`src/rtl/mac_sequencer.sv`:
```
// Buffers up to eight 8-bit operand pairs and sequences them through an external
// handshaked 8x8 multiplier, accumulating the products into a 20-bit sum.
module mac_sequencer (
    input  logic        clk,
    input  logic        rst,
    input  logic        load,
    input  logic [7:0]  a_data,
    input  logic [7:0]  b_data,
    input  logic        start,
    output logic        mul_go,
    output logic [7:0]  mul_a,
    output logic [7:0]  mul_b,
    input  logic        mul_done,
    input  logic [15:0] mul_p,
    output logic [19:0] acc,
    output logic        valid,
    output logic        busy,
    output logic [3:0]  count,
    output logic        full,
    output logic        empty
);

    typedef enum logic [2:0] {IDLE, ISSUE, WAIT, RELEASE, DONE} state_t;

    state_t      state_q, state_d;
    logic [2:0]  wr_ptr_q, wr_ptr_d;
    logic [2:0]  rd_ptr_q, rd_ptr_d;
    logic [3:0]  count_q, count_d;
    logic [19:0] acc_q, acc_d;
    logic        mul_go_q, mul_go_d;
    logic [7:0]  mul_a_q, mul_a_d;
    logic [7:0]  mul_b_q, mul_b_d;
    logic        valid_q, valid_d;
    logic        wr_en;
    logic [15:0] mem_q [8];

    always_comb begin
        state_d  = state_q;
        wr_ptr_d = wr_ptr_q;
        rd_ptr_d = rd_ptr_q;
        count_d  = count_q;
        acc_d    = acc_q;
        mul_go_d = mul_go_q;
        mul_a_d  = mul_a_q;
        mul_b_d  = mul_b_q;
        valid_d  = 1'b0;
        wr_en    = 1'b0;
        case (state_q)
            IDLE: begin
                if (load && !full) begin
                    wr_en    = 1'b1;
                    wr_ptr_d = wr_ptr_q + 3'd1;
                    count_d  = count_q + 4'd1;
                end
                // start sees the count including a load in the same cycle
                if (start && (count_d != 4'd0)) begin
                    acc_d   = 20'd0;
                    state_d = ISSUE;
                end
            end
            ISSUE: begin
                mul_a_d  = mem_q[rd_ptr_q][15:8];
                mul_b_d  = mem_q[rd_ptr_q][7:0];
                mul_go_d = 1'b1;
                state_d  = WAIT;
            end
            WAIT: begin
                if (mul_done) begin
                    acc_d    = acc_q + {4'd0, mul_p};
                    rd_ptr_d = rd_ptr_q + 3'd1;
                    count_d  = count_q - 4'd1;
                    mul_go_d = 1'b0;
                    state_d  = RELEASE;
                end
            end
            RELEASE: begin
                // a lingering done must not be counted again
                if (!mul_done) begin
                    if (count_q == 4'd0) begin
                        state_d = DONE;
                        valid_d = 1'b1;
                    end else begin
                        state_d = ISSUE;
                    end
                end
            end
            DONE: begin
                wr_ptr_d = 3'd0;
                rd_ptr_d = 3'd0;
                state_d  = IDLE;
            end
            default: state_d = IDLE;
        endcase
    end

    always_ff @(posedge clk) begin
        if (rst) begin
            state_q  <= IDLE;
            wr_ptr_q <= 3'd0;
            rd_ptr_q <= 3'd0;
            count_q  <= 4'd0;
            acc_q    <= 20'd0;
            mul_go_q <= 1'b0;
            mul_a_q  <= 8'd0;
            mul_b_q  <= 8'd0;
            valid_q  <= 1'b0;
        end else begin
            state_q  <= state_d;
            wr_ptr_q <= wr_ptr_d;
            rd_ptr_q <= rd_ptr_d;
            count_q  <= count_d;
            acc_q    <= acc_d;
            mul_go_q <= mul_go_d;
            mul_a_q  <= mul_a_d;
            mul_b_q  <= mul_b_d;
            valid_q  <= valid_d;
        end
    end

    always_ff @(posedge clk) begin
        if (wr_en && !rst) begin
            mem_q[wr_ptr_q] <= {a_data, b_data};
        end
    end

    assign mul_go = mul_go_q;
    assign mul_a  = mul_a_q;
    assign mul_b  = mul_b_q;
    assign acc    = acc_q;
    assign valid  = valid_q;
    assign busy   = (state_q != IDLE);
    assign count  = count_q;
    assign full   = (count_q == 4'd8);
    assign empty  = (count_q == 4'd0);

endmodule

```
`config.mk`:
```
export PLATFORM = sky130hd
export DESIGN_NAME = mac_sequencer
export DESIGN_NICKNAME = d
export VERILOG_FILES = /design/src/rtl/mac_sequencer.sv
export SDC_FILE = /design/constraint.sdc
export NUM_CORES = 1
export LEC_CHECK = 0
export CORE_MARGIN = 2
export CORE_UTILIZATION = 60
export DETAILED_ROUTE_END_ITERATION = 8
export HOLD_SLACK_MARGIN = 0.05
export PLACE_DENSITY = 0.84
export SLEW_MARGIN = 20
export SYNTH_ARGS = -nofsm -noshare
export SYNTH_HDL_FRONTEND = slang
export SYNTH_SLANG_ARGS = --single-unit
```
`constraint.sdc`:
```
create_clock -name clk -period 6 [get_ports clk]
set_input_delay 1.2 -clock clk [delete_from_list [all_inputs] [get_ports clk]]
set_output_delay 1.2 -clock clk [all_outputs]
set_load 0.005 [all_outputs]
```
==> impl_metrics.py, run 1 <==
metrics = {
    "final_layout": {
        "layout_common_cells": "edfxtp_1, clkdlybuf4s50_1, nor2_1",
        "fillers": 843,
        "drive_gt1_share_pct": 12.6,
        "utilization_pct": 73.7,
        "final_common_cell": "edfxtp_1",
        "nNetsFinal": 697,
        "antenna_cells": 0,
        "area_growth_pct": 19.7,
    },
    "placement": {
        "portBuffers": 81,
        "gp_congestion": 0.988,
        "hpwl_um": 10400,
        "dp_slack_ns": 2.14,
    },
    "timing": {
        "layout_setup_ws_ns": 2.59,
        "rsz0062_at_grt": "false",
        "fmax_mhz": 293,
        "fin_skew_ns": 0.00863,
        "relSlewSlack_pct": 30.6,
        "period_share_pct": 56.8,
        "setup_violations": 0,
        "drv_slew": 0,
        "fin_crit_ns": 3.41,
        "hold_violations": 0,
        "worst_pin_slew_ns": 1.04,
        "fin_tns_setup_ns": 0,
    },
    "global_route": {
        "grt_pass1_wl_um": 26400,
        "overflow": 0,
        "grtUsageTotal_pct": 24.9,
        "grt_antenna_before_repair": 0,
        "grt_pass1_vias": 5046,
        "grt_max_degree": 46,
    },
    "logic_synthesis": {
        "yosysTopAreaCell": "edfxtp_1",
        "seq_area_frac_synth_pct": 62.6,
        "synthMuxAreaShare_pct": 11.7,
        "syn_avg_cell_area_um2": 13.9,
        "synthAdderAreaFrac_pct": 3.48,
        "ys_warn_count": 0,
        "synth_compound_area_share_pct": 9.13,
        "synth_area_leaders": "edfxtp_1, dfxtp_1, mux4_2, ha_1, nor2_1",
        "synth_top_family_by_area": "multiplexers",
        "synth-edff-count": 128,
        "yosysTopAreaCellShare_pct": 49.5,
        "synthFlopType": "edfxtp_1",
        "synth-xor-area-share_pct": 2.03,
        "synth_cells": 560,
        "ys_ff_latch": 179,
        "synth_area_um2": 7770,
        "synthSimpleGateAreaFrac_pct": 8.65,
        "yosys.cell_types.count": 56,
        "async_reset_ff_share_pct": 0,
        "synth_fp_nets": 618,
    },
    "cts": {
        "numCtsBuffers": 17,
        "clock-sinks": 179,
        "cts_tree": "done",
        "clock_latency_ns": 0.42,
        "cts_resized": 0,
        "cts_hold_buf": 0,
        "htree_levels": 4,
        "cts_root_buf": "clkbuf_16",
        "cts_setup_buffers": 0,
        "cts.clk_slew.worst_paths_ns": 0.06,
        "clockBufferDepth": 2,
    },
    "run": {
        "maxCapViolCount": 0,
    },
    "routing": {
        "routedWlPerCell_um": 20.2,
        "vias": 5074,
        "dr.pass1.iters": 4,
        "drt-initial-drc-count": 475,
        "via_per_inst": 6.16,
        "drc_errors": 0,
        "drt-total-wl_um": 16700,
        "final_antenna_net_count": 0,
    },
    "setup_path": {
        "crit_chain": "clkdlybuf4s50_1 -> o21ai_0 -> nor2_1 -> nand3b_1 -> nor2_2",
        "end_kind": "flop",
        "worst-setup-path-type": "primary input to flop",
        "startpoint_type": "primary input",
        "slowest_stage": "nor2_2",
        "cp_max_fo": 16,
        "cp_top_family": "simple AND/OR/NAND/NOR gates",
        "critPathMaxStageDelay_ns": 0.86,
        "cp_num_buf_inv": 1,
        "crit_arrival_ns": 3.45,
        "crit_required_ns": 6.04,
    },
    "die": {
        "die_w_um": 118,
        "io_pins": 82,
        "die-area_um2": 13900,
        "rows": 41,
        "core_region_area_um2": 12600,
        "dieHeight_um": 118,
        "start_util_pct": 61.6,
    },
    "power": {
        "leakage_nw": 3.05,
        "power_density_nw_per_um2": 352,
        "ir_worst_vdd_uv": 220,
    },
    "worst_hold_path": {
        "holdCritPathClass": "flop to flop",
    },
    "outcome": {
        "status": "completed",
    },
}
-- worst register-to-register path, cell delays in order, from the launching register on --
cell and delay [ns]:
dfxtp_1 0.49, inv_1 0.10, ha_1 0.25, nand2_1 0.13, o21ai_0 0.19, nor2_1 0.29, nand3b_1 0.25, nor2_2 0.87
-- cell usage after synthesis, types with 8 or more instances --
| master | number |
|---|---|
| dfxtp_1 | 51 |
| xor2_1 | 9 |
| nand2_1 | 31 |
| inv_1 | 11 |
| mux2i_1 | 18 |
| a21oi_1 | 38 |
| xnor2_1 | 9 |
| nor2_1 | 57 |
| o21ai_0 | 16 |
| nor3_1 | 12 |
| a211oi_1 | 18 |
| edfxtp_1 | 128 |
| mux4_2 | 32 |
| nand3_1 | 9 |
| ha_1 | 20 |
| nand4_1 | 8 |
| clkbuf_1 | 19 |
-- sequential cells by signal, summed over array words and instances (netlist names), 3 cells and up --
register and flops:
mem_q 128, acc 20, mul_a 8, mul_b 8, count 4, rd_ptr_q 3
state_q 3, wr_ptr_q 3
-- logic make-up (layout without fill, tap and decap cells) --
family,count (synthesis),in the layout
multiplexers,51,51
AO/OA/AOI/OAI,108,108
buffers and inverters,41,133
adder cells (fa/ha/maj),21,21
flip-flops,179,179
XOR/XNOR,18,18
AND/OR/NAND/NOR,142,142
-- area by class of cell --
type / instances / area [µm²] / share of cell area [%]
clock inverter: 8 / 105 / 1.13
clock buffer: 24 / 452 / 4.86
timing repair buffer: 90 / 878 / 9.44
multi-input combinational: 340 / 2740 / 29.5
sequential: 179 / 4870 / 52.3
inverter: 11 / 41.3 / 0.444
tap: 172 / 215 / 2.31
-- stage by stage --
step | hold slack (ns) | total power [W] | area (µm²) | instances
detailed placement | 0.482 | 0.00224 | 8740 | 792
floorplan | 0.461 | 0.00196 | 7770 | 560
CTS | 0.491 | 0.00329 | 9300 | 824
global placement | 0.467 | 0.00221 | 8740 | 792
global route | 0.520 | 0.00341 | 9300 | 824
finish | 0.492 | 0.00328 | 9300 | 824
-- worst paths after layout --
check	cells after the start	slack [ns]	start	end
max	5	2.59	load	mem_q[7][9]$_DFFE_PP_
max reg2reg	7	3.03	count[0]$_SDFFE_PP0P_	mem_q[7][9]$_DFFE_PP_
min reg2reg	2	0.49	acc[0]$_SDFFE_PP0P_	acc[0]$_SDFFE_PP0P_
min	2	0.49	acc[0]$_SDFFE_PP0P_	acc[0]$_SDFFE_PP0P_
-- where the power goes --
group / internal (W) / total [W] / switching, W
sequential: 0.00142 / 0.00150 / 0.0000764
combinational: 0.000335 / 0.000723 / 0.000387
clock: 0.000614 / 0.00106 / 0.000441
total: 0.00237 / 0.00328 / 0.000905
-- metal layers --
metal  up-vias  GRT usage, %  share of wire (%)
met4         0          8.28                1.4
met2       212          42.6                 52
li1       2314             -                  -
met3        23          5.57                6.7
met5         -             0                  0
met1      2525          31.6                 40
No activity file was read; power rests on OpenSTA's default activity.
==> inputs of run 2 (changes only) <==
Settings changed: CORE_UTILIZATION 60 to 57, PLACE_DENSITY 0.84 to 0.8.
Clock period 6 ns to 3.55 ns, I/O delays scaled along.
==> run 2 against run 1 <==
Cell area is 1.5% higher. Largest cell class unchanged. Critical endpoint is now acc[19]$_SDFFE_PP0P_. Critical path depth is 4 higher. Cell count is 1.5% higher. Via count is 1.5% lower. Worst hold slack worse by 0.015 ns. Non-clock buffer count is 8 higher. Clock skew is 0.0028 ns lower. Core utilization is 2.7 points lower. Sequential power is 69% higher. Sequential cell count stayed put. Combinational power is 69% higher. Sequential share of layout area is 0.79 points lower.
==> impl_metrics.py, run 2 (same netlist as run 1, synthesis figures left out) <==
metrics = {
    "outcome": {
        "status": "completed",
    },
    "timing": {
        "drv_slew": 0,
        "fmax_mhz": 357,
        "hold_violations": 0,
        "relSlewSlack_pct": 40.4,
        "fin_tns_setup_ns": 0,
        "fin_crit_ns": 2.81,
        "rsz0062_at_grt": "false",
        "fin_skew_ns": 0.00582,
        "setup_violations": 0,
        "worst_pin_slew_ns": 0.895,
        "period_share_pct": 79.0,
        "layout_setup_ws_ns": 0.745,
    },
    "placement": {
        "hpwl_um": 10600,
        "portBuffers": 81,
        "dp.cells": 804,
        "dp_slack_ns": 0.322,
        "gp_congestion": 0.903,
        "placed_cell_area_um2": 8800,
    },
    "final_layout": {
        "antenna_cells": 0,
        "nNetsFinal": 705,
        "utilization_pct": 71.0,
        "area_growth_pct": 21.5,
        "seq_area_um2": 4870,
        "layout_common_cells": "edfxtp_1, clkdlybuf4s50_1, nor2_1",
        "final_common_cell": "edfxtp_1",
        "fin_area_um2": 9440,
        "largest_register_ffs": 128,
        "final_cells": 836,
        "multiInputGateArea_um2": 2740,
        "fillers": 878,
        "drive_gt1_share_pct": 14.4,
        "regMostFlops": "mem_q",
    },
    "routing": {
        "drt-initial-drc-count": 435,
        "drt-total-wl_um": 16800,
        "vias": 4998,
        "final_antenna_net_count": 0,
        "dr.pass1.iters": 4,
        "routedWlPerCell_um": 20.1,
        "drc_errors": 0,
        "via_per_inst": 5.98,
    },
    "worst_hold_path": {
        "holdCritPathClass": "flop to flop",
        "hp-start": "acc[0]$_SDFFE_PP0P_",
        "hold_depth": 2,
        "min_to": "acc[0]$_SDFFE_PP0P_",
    },
    "cts": {
        "htree_levels": 4,
        "clock-sinks": 179,
        "cts_tree": "done",
        "clock_latency_ns": 0.43,
        "cts_root_buf": "clkbuf_16",
        "clockBufferDepth": 2,
        "numCtsBuffers": 17,
        "cts_resized": 0,
        "cts_hold_buf": 0,
        "cts.clk_slew.worst_paths_ns": 0.07,
        "cts_setup_buffers": 0,
    },
    "setup_path": {
        "startpoint_type": "primary input",
        "worst-setup-path-type": "primary input to flop",
        "end_kind": "flop",
        "r2r_cells": 10,
        "r2r-end": "acc[14]$_SDFFE_PP0P_",
        "rrSetupSlack_ns": 0.89,
        "r2r_start": "count[0]$_SDFFE_PP0P_",
        "crit_required_ns": 3.87,
        "cp_max_fo": 5,
        "crit_arrival_ns": 3.13,
    },
    "power": {
        "ir_worst_vdd_uv": 573,
        "power_density_nw_per_um2": 611,
        "leakage_nw": 3.14,
    },
    "run": {
        "maxCapViolCount": 0,
    },
    "die": {
        "io_pins": 82,
        "start_util_pct": 58.5,
        "die_w_um": 121,
        "die-area_um2": 14600,
        "rows": 42,
        "dieHeight_um": 121,
        "core_region_area_um2": 13300,
    },
    "global_route": {
        "grt_max_degree": 45,
        "grt_pass1_wl_um": 26400,
        "grt_pass1_vias": 5000,
        "grt_antenna_before_repair": 0,
        "grtUsageTotal_pct": 24.4,
        "overflow": 0,
    },
}
[run 2: where the power goes]
part | switching (W) | internal [W]
sequential | 0.000140 | 0.00240
combinational | 0.000648 | 0.000576
clock | 0.000854 | 0.00114
total | 0.00164 | 0.00412
[run 2: area by class of cell]
| type | instances | share of cell area [%] |
|---|---|---|
| flip-flops and latches | 179 | 51.6 |
| multi-input cells | 340 | 29.0 |
| well taps | 176 | 2.33 |
| clock buffers | 17 | 4.50 |
| repair buffers | 98 | 9.94 |
| inverters | 11 | 0.437 |
| clock inverters | 15 | 2.27 |
[run 2: metal layers]
metal / vias up / GRT usage, % / wire [µm]
li1: 2323 / - / -
met1: 2485 / 30.2 / 6920
met2: 165 / 42.2 / 8650
met3: 25 / 5.05 / 902
met4: 0 / 9.96 / 310
met5: - / 0 / 0
[run 2: how the worst max path moves through the flow]
| stage | from | end | cells past startpoint |
|---|---|---|---|
| after floorplan | count[0]$_SDFFE_PP0P_ | mem_q[0][0]$_DFFE_PP_ | 6 |
| after global placement | mul_p[1] | acc[19]$_SDFFE_PP0P_ | 9 |
| after detailed placement | mul_p[0] | acc[18]$_SDFFE_PP0P_ | 10 |
| after CTS | mul_p[1] | acc[19]$_SDFFE_PP0P_ | 9 |
| after global routing | mul_p[0] | acc[18]$_SDFFE_PP0P_ | 10 |
| final | mul_p[1] | acc[19]$_SDFFE_PP0P_ | 9 |
[run 2: critical path, cell delays in order]
cell and delay, ns:
clkdlybuf4s50_1 0.46, ha_1 0.32, a21o_1 0.21, nand4_1 0.10, and3_1 0.26, o22ai_1 0.16, or4_1 0.49, nand4_1 0.10
mux2_2 0.33
[run 2: metrics by stage]
step	power (W)	hold WS, ns
2_1_floorplan	0.00332	0.461
3_3_place_gp	0.00375	0.461
3_5_place_dp	0.00380	0.474
4_1_cts	0.00579	0.484
5_1_grt	0.00601	0.514
6_report	0.00577	0.477
==> inputs of run 3 (changes only) <==
Clock period 3.55 ns to 2.8 ns, I/O delays scaled along.
==> run 3 against run 2 <==
Worst setup slack got worse by 0.54 ns. Clock power increased by 13%. Cell area increased by 2.0%. Sequential cell count unchanged. Sequential power increased by 27%. Clock skew increased by 0.0079 ns. Global-route usage increased by 0.29 points. First-iteration DRC count increased by 0.92%. Register-to-register slack got worse by 0.55 ns. Combinational power increased by 36%. Total power increased by 24%. Critical path type unchanged. Largest power group unchanged.
==> impl_metrics.py, run 3 (same netlist as run 1, synthesis figures left out) <==
metrics = {
    "final_layout": {
        "area_growth_pct": 24.0,
        "drive_gt1_share_pct": 16.4,
        "final_common_cell": "edfxtp_1",
        "regMostFlops": "mem_q",
        "utilization_pct": 72.5,
        "fillers": 827,
        "nNetsFinal": 723,
        "largest_register_ffs": 128,
        "final_cells": 854,
        "antenna_cells": 0,
        "layout_common_cells": "edfxtp_1, clkdlybuf4s50_1, nor2_1",
    },
    "cts": {
        "cts.clk_slew.worst_paths_ns": 0.06,
        "numCtsBuffers": 17,
        "clock_latency_ns": 0.42,
        "htree_levels": 4,
        "cts_tree": "done",
        "cts_setup_buffers": 0,
        "clock-sinks": 179,
        "cts_hold_buf": 0,
        "cts_root_buf": "clkbuf_16",
        "clockBufferDepth": 2,
        "cts_resized": 0,
    },
    "setup_path": {
        "setup.worst_path.start": "mul_p[0]",
        "crit_chain": "clkdlybuf4s50_1 -> ha_1 -> fa_1 -> a21oi_1 -> o21ai_0 -> a21oi_1 -> o21ai_1 -> o31ai_2 -> or4_1 -> a21oi_1",
        "r2r-end": "mem_q[0][11]$_DFFE_PP_",
        "startpoint_type": "primary input",
        "endpoint": "acc[18]$_SDFFE_PP0P_",
        "crit_path_frequent_cell": "a21oi_1",
        "slowest_stage": "clkdlybuf4s50_1",
        "crit_required_ns": 3.10,
        "r2r_start": "count[0]$_SDFFE_PP0P_",
        "crit_arrival_ns": 2.89,
        "r2r_cells": 7,
        "critPathMaxStageDelay_ns": 0.42,
        "worst-setup-path-type": "primary input to flop",
        "rrSetupSlack_ns": 0.34,
        "cp_max_fo": 4,
        "end_kind": "flop",
    },
    "timing": {
        "period_share_pct": 92.7,
        "setup_violations": 0,
        "drv_slew": 0,
        "relSlewSlack_pct": 60.7,
        "fin_skew_ns": 0.0137,
        "rsz0062_at_grt": "false",
        "worst_pin_slew_ns": 0.587,
        "layout_setup_ws_ns": 0.206,
        "fin_crit_ns": 2.59,
        "fmax_mhz": 385,
        "hold_violations": 0,
        "fin_tns_setup_ns": 0,
    },
    "power": {
        "p_clk_share_pct": 31.8,
        "power_frac_comb_pct": 23.2,
        "ir_worst_vdd_uv": 941,
        "pwr-share-seq_pct": 45.1,
        "internal_power_w": 0.00513,
        "fin_total_pwr_w": 0.00716,
        "leakage_nw": 3.21,
        "netSwitchingFraction_pct": 28.3,
        "power_density_nw_per_um2": 743,
        "power_switching_w": 0.00203,
    },
    "placement": {
        "gp_congestion": 0.942,
        "hpwl_um": 11000,
        "portBuffers": 81,
        "dp_slack_ns": -0.283,
        "dp.cells": 822,
    },
    "die": {
        "rows": 42,
        "die-area_um2": 14600,
        "core_region_area_um2": 13300,
        "start_util_pct": 58.5,
        "die_w_um": 121,
        "dieHeight_um": 121,
        "io_pins": 82,
    },
    "outcome": {
        "status": "completed",
    },
    "global_route": {
        "grt_antenna_before_repair": 0,
        "grt_pass1_wl_um": 26900,
        "overflow": 0,
        "grt_pass1_vias": 5090,
        "grtUsageTotal_pct": 24.7,
        "grt_max_degree": 35,
    },
    "routing": {
        "drc_errors": 0,
        "drt-total-wl_um": 17100,
        "dr.pass1.iters": 5,
        "final_antenna_net_count": 0,
        "drt-initial-drc-count": 439,
        "vias": 5114,
        "routedWlPerCell_um": 20.0,
        "via_per_inst": 5.99,
    },
    "worst_hold_path": {
        "holdCritPathClass": "flop to flop",
    },
    "run": {
        "maxCapViolCount": 0,
    },
}
[run 3: changes by cell type in the layout (fill, tap and decap cells not counted), moves of 2 or more]
| cell | delta |
|---|---|
| dfxtp_2 | -2 |
| inv_8 | -3 |
| bufinv_16 | -2 |
| buf_4 | +8 |
| clkinvlp_4 | +2 |
| dfxtp_1 | +2 |
| buf_12 | +10 |
| clkbuf_1 | +3 |
[run 3: per-stage QoR]
stage / hold slack, ns / cell area (µm²)
2_1_floorplan: 0.461 / 7780
3_5_place_dp: 0.472 / 9060
6_report: 0.477 / 9630
5_1_grt: 0.517 / 9630
4_1_cts: 0.481 / 9630
3_3_place_gp: 0.459 / 9060
[run 3: cell type report]
type                       instances  area [µm²]  share of cell area (%)
multi-input combinational        340        2740                    28.5
tap                              176         220                    2.29
clock inverter                    11         120                    1.25
inverter                          11        41.3                   0.429
timing repair buffer             116        1190                    12.4
clock buffer                      21         450                    4.68
sequential                       179        4870                    50.5
[run 3: worst min-delay path by stage]
stage	endpoint	cells past startpoint	start
after CTS	acc[0]$_SDFFE_PP0P_	2	acc[0]$_SDFFE_PP0P_
after floorplan	wr_ptr_q[0]$_SDFFE_PP0P_	2	wr_ptr_q[0]$_SDFFE_PP0P_
after detailed placement	acc[0]$_SDFFE_PP0P_	2	acc[0]$_SDFFE_PP0P_
after global routing	acc[0]$_SDFFE_PP0P_	2	acc[0]$_SDFFE_PP0P_
final	acc[0]$_SDFFE_PP0P_	2	acc[0]$_SDFFE_PP0P_
after global placement	acc[0]$_SDFFE_PP0P_	2	acc[0]$_SDFFE_PP0P_
[run 3: power by group through the flow]
stage	sequential, W	combinational (W)	clock, W
finish	0.00322	0.00166	0.00227
global route	0.00325	0.00181	0.00241
CTS	0.00322	0.00166	0.00231
detailed placement	0.00328	0.00164	0
global placement	0.00326	0.00159	0
floorplan	0.00322	0.000990	0
[run 3: worst max-delay path, delay by kind of cell]
family                     cells  cell delay (ns)
buffers and inverters          1             0.42
and+or+nand+nor                1             0.16
adders and majority gates      2             0.64
AOI/OAI and AO/OA              6             1.10
[run 3: layer usage]
metal  up-vias  wire length (µm)  GRT usage (%)
met2       215              8800           42.9
met3        28              1020           4.81
met5         -                 0              0
li1       2371                 -              -
met4         0               315           8.72
met1      2500              6950           31.0
